File: config.mk
export PLATFORM = sky130hd
export DESIGN_NAME = serial_subtractor
export DESIGN_NICKNAME = d
export VERILOG_FILES = /design/src/rtl/serial_subtractor.sv
export SDC_FILE = /design/constraint.sdc
export NUM_CORES = 1
export LEC_CHECK = 0
export CORE_MARGIN = 2
export CORE_UTILIZATION = 55
export CTS_BUF_LIST = sky130_fd_sc_hd__clkbuf_8
export DETAILED_ROUTE_END_ITERATION = 7
export PLACE_DENSITY_LB_ADDON = 0.1
export SETUP_SLACK_MARGIN = 0.02
export SYNTH_ARGS = -nofsm -noshare
export SYNTH_HDL_FRONTEND = slang
export SYNTH_SLANG_ARGS = --single-unit
File: constraint.sdc
create_clock -name clk -period 2.8 [get_ports clk]
set_input_delay 0.56 -clock clk [delete_from_list [all_inputs] [get_ports clk]]
set_output_delay 0.56 -clock clk [all_outputs]
set_load 0.01 [all_outputs]
File: src/rtl/serial_subtractor.sv
// rtl/serial_subtractor.sv - bit-serial LSB-first WIDTH-bit subtractor with start/busy/done handshake
// Optional signed overflow output ovf enabled by defining SERSUB_OVF_EN.
module serial_subtractor #(
  parameter int WIDTH = 8
) (
  input  logic             clk,
  input  logic             rst_n,
  input  logic             start,
  input  logic [WIDTH-1:0] a,
  input  logic [WIDTH-1:0] b,
  output logic             busy,
  output logic             done,
  output logic [WIDTH-1:0] diff,
  output logic             bout
`ifdef SERSUB_OVF_EN
  ,
  output logic             ovf
`endif
);

  localparam int CW = $clog2(WIDTH) + 1;
  localparam logic [0:0] IDLE  = 1'b0;
  localparam logic [0:0] SHIFT = 1'b1;

  logic [0:0]       state;
  logic [WIDTH-1:0] a_sh;
  logic [WIDTH-1:0] b_sh;
  logic             borrow;
  logic [CW-1:0]    cnt;

  logic a0, b0, hd, hb, d, bn, last;

  // Full subtractor: two half subtractors chained, borrows ORed.
  always_comb begin
    a0   = a_sh[0];
    b0   = b_sh[0];
    hd   = a0 ^ b0;
    hb   = ~a0 & b0;
    d    = hd ^ borrow;
    bn   = hb | (~hd & borrow);
    last = (cnt == CW'(WIDTH - 1));
  end

  always_ff @(posedge clk) begin
    if (!rst_n) begin
      state  <= IDLE;
      busy   <= 1'b0;
      done   <= 1'b0;
      diff   <= '0;
      bout   <= 1'b0;
      a_sh   <= '0;
      b_sh   <= '0;
      borrow <= 1'b0;
      cnt    <= '0;
    end else begin
      done <= 1'b0;
      case (state)
        IDLE: begin
          if (start) begin
            a_sh   <= a;
            b_sh   <= b;
            borrow <= 1'b0;
            cnt    <= '0;
            busy   <= 1'b1;
            diff   <= '0;
            bout   <= 1'b0;
            state  <= SHIFT;
          end
        end
        SHIFT: begin
          diff   <= {d, diff[WIDTH-1:1]};
          a_sh   <= {1'b0, a_sh[WIDTH-1:1]};
          b_sh   <= {1'b0, b_sh[WIDTH-1:1]};
          borrow <= bn;
          cnt    <= cnt + 1'b1;
          if (last) begin
            state <= IDLE;
            busy  <= 1'b0;
            done  <= 1'b1;
            bout  <= bn;
          end
        end
        default: state <= IDLE;
      endcase
    end
  end

`ifdef SERSUB_OVF_EN
  logic a_msb, b_msb;

  // The final bit shifted in is the result MSB, so overflow is decided on the last edge.
  always_ff @(posedge clk) begin
    if (!rst_n) begin
      a_msb <= 1'b0;
      b_msb <= 1'b0;
      ovf   <= 1'b0;
    end else if (state == IDLE) begin
      if (start) begin
        a_msb <= a[WIDTH-1];
        b_msb <= b[WIDTH-1];
        ovf   <= 1'b0;
      end
    end else if (last) begin
      ovf <= (a_msb != b_msb) && (d != a_msb);
    end
  end
`endif

endmodule

==> flow_metrics.tcl <==
set metrics [dict create \
    cts_hold_buf 0 \
    synthTopCellsByArea "dfxtp_1, mux2i_1, and2_1, nor2b_1, nor3b_1" \
    grt_pass1_wl_um 4370 \
    grt_use_total 0.182 \
    multi_input_area_um2 743 \
    critPathKind "reg -> out" \
    cp.depth 1 \
    synth_top_area_frac 0.441 \
    critPathSlowestCell "clkdlybuf4s50_1" \
    hold_violations 0 \
    synth_seq_cells 33 \
    io_pins 30 \
    maxCapViolCount 0 \
    startpoint "diff[4]" \
    grt_pass1_vias 993 \
    cts_sinks 33 \
    die_height_um 56.2 \
    rsz0062_at_grt "false" \
    cts_tree "yes" \
    initial_core_util 0.594 \
    hp-start "busy" \
    drive_gt1_frac 0.0526 \
    crit_fanout 3 \
    yosysSeqAreaShare 0.441 \
    coreArea_um2 2520 \
    finalPower_mw 0.967 \
    syn_nets 185 \
    wl_per_cell_um 11.7 \
    synth_cell_types 25 \
    min_period_ns 1.75 \
    final.setup_skew_ns 0.00593 \
    antenna_found_initial 0 \
    seqCellArea_um2 662 \
    synth_common_cells "dfxtp_1, nand2_1, mux2i_1, and2_1, o21ai_1" \
    place_ws_ns 0.780 \
    num_rows 18 \
    nets 210 \
    place_inst 212 \
    dieArea_um2 3160 \
    grt_start_max_net_pins 59 \
    numCtsBuffers 5 \
    reg2reg_depth 3 \
    timing.setup.tns_ns 0 \
    hold_path_depth 2 \
    crit_family "buffers and inverters" \
    wl_um 2570 \
    area_growth_pct 22.7 \
    fin_crit_sh 0.626 \
    critPathBufInv 1 \
    max_slew_margin 0.391 \
    avgSynthCellArea_um2 9.13 \
    async_reset_ff_frac 0 \
    clkTransAtPathRegs_ns 0.07 \
    clockRootBuffer "clkbuf_8" \
    run_status "completed" \
    final_antenna_net_count 0 \
    htree_levels 2 \
    gp_congestion 0.715 \
    synth_flop_cell "dfxtp_1" \
    synth_top_area_cell "dfxtp_1" \
    slew_violations 0 \
    hold_slack_ns 0.459 \
    cts_resized 0 \
    synth_warnings 0 \
    hpwl_um 1650 \
    cts_setup_buffers 0 \
    crit_chain "clkdlybuf4s50_1" \
    syn_inst 164 \
    crit_path_start_kind "register" \
    synth_edf_count 0 \
    hold_path_class "reg -> reg" \
    die_x_um 56.2 \
    max_stage_delay_ns 0.54 \
    crit_path_end_kind "output port" \
    r2r-start "state" \
    firstDrtPassIters 4 \
    powerDensity_nw_per_um2 526 \
    syn_area_um2 1500 \
    max_freq_mhz 571 \
    clockBufferDepth 2 \
    cellLeakagePower_nw 0.704 \
    final_cells 220 \
    io_buffers 29 \
    gr-total-overflow 0 \
    yosysMostFrequentCell "dfxtp_1" \
    num_antenna_cells 0 \
    viasPerCell 5.20 \
    num_vias 1145 \
    arrival_ns 1.19 \
    drt-initial-drc-count 31 \
    vdd_drop_max_v 0.000508 \
    crit_required_ns 2.24 \
    drc 0 \
    n_fill_cell 207 \
    setup_viol 0 \
    worstMarginPinSlew_ns 0.914 \
    clkLatencyLatePin_ns 0.29 \
    setup_ws_ns 1.05 \
]
==> cells in the final DEF (no fill, tap or decap) <==
cell and n:
a21o_1 1, nand2b_1 2, o21a_1 1, clkbuf_8 5, mux2i_1 17, o21ai_1 15, clkinvlp_4 1, a21oi_1 12
buf_4 1, inv_1 3, dfxtp_2 1, fa_1 1, clkdlybuf4s50_1 29, nand2_1 18, and4b_1 1, nand3_1 2
ha_1 1, nor2_1 4, nand4b_1 2, nor3b_1 10, a21boi_1 1, and2_1 15, nor2b_1 12, clkinv_2 2
dfxtp_1 32, a31oi_1 1
==> per-stage QoR <==
| step | cell area [µm²] | utilization |
|---|---|---|
| floorplan | 1500 | - |
| global placement | 1750 | 0.694 |
| detailed placement | 1750 | 0.694 |
| CTS | 1840 | 0.729 |
| global route | 1840 | 0.729 |
| finish | 1840 | 0.729 |
==> cells by family (layout without fill, tap and decap cells) <==
group / count (synthesis) / after routing / share of synthesized area
simple gates: 66 / 66 / 0.251
buf+inv: 15 / 41 / 0.0626
flops: 33 / 33 / 0.441
compound gates: 31 / 31 / 0.109
mux: 17 / 17 / 0.114
fa+ha+maj: 2 / 2 / 0.0217
==> worst paths after layout <==
path	to	slack [ns]
worst max-delay path	diff[4]	1.05
worst min-delay path	busy	0.46
worst max register to register	bout	1.29
worst min register to register	busy	0.46
==> flip-flops by register name, indices dropped and copies added, names as in the netlist <==
name / cells
borrow: 1
a_sh: 8
done: 1
state: 1
cnt: 4
diff: 8
bout: 1
b_sh: 8
busy: 1
==> where the power goes <==
part / total, mW / leakage, nW / internal, mW / switching [mW]
Sequential: 0.515 / 0.270 / 0.489 / 0.0252
Combinational: 0.0995 / 0.391 / 0.0610 / 0.0385
Clock: 0.352 / 0.0439 / 0.171 / 0.181
==> routing by layer <==
| layer | global-route usage | up-vias | routed length, µm |
|---|---|---|---|
| li1 | - | 597 | - |
| met1 | 0.225 | 515 | 1250 |
| met2 | 0.264 | 28 | 1110 |
| met3 | 0.0860 | 5 | 168 |
| met4 | 0.0884 | 0 | 38 |
| met5 | 0 | - | 0 |
==> cell type report <==
type	count	share of cell area
multi-input cells	116	0.404
flip-flops and latches	33	0.360
repair buffers	30	0.162
clock buffers	5	0.0374
well taps	30	0.0204
clock inverters	3	0.00953
inverters	3	0.00613
No activity file was read; power rests on OpenSTA's default activity.
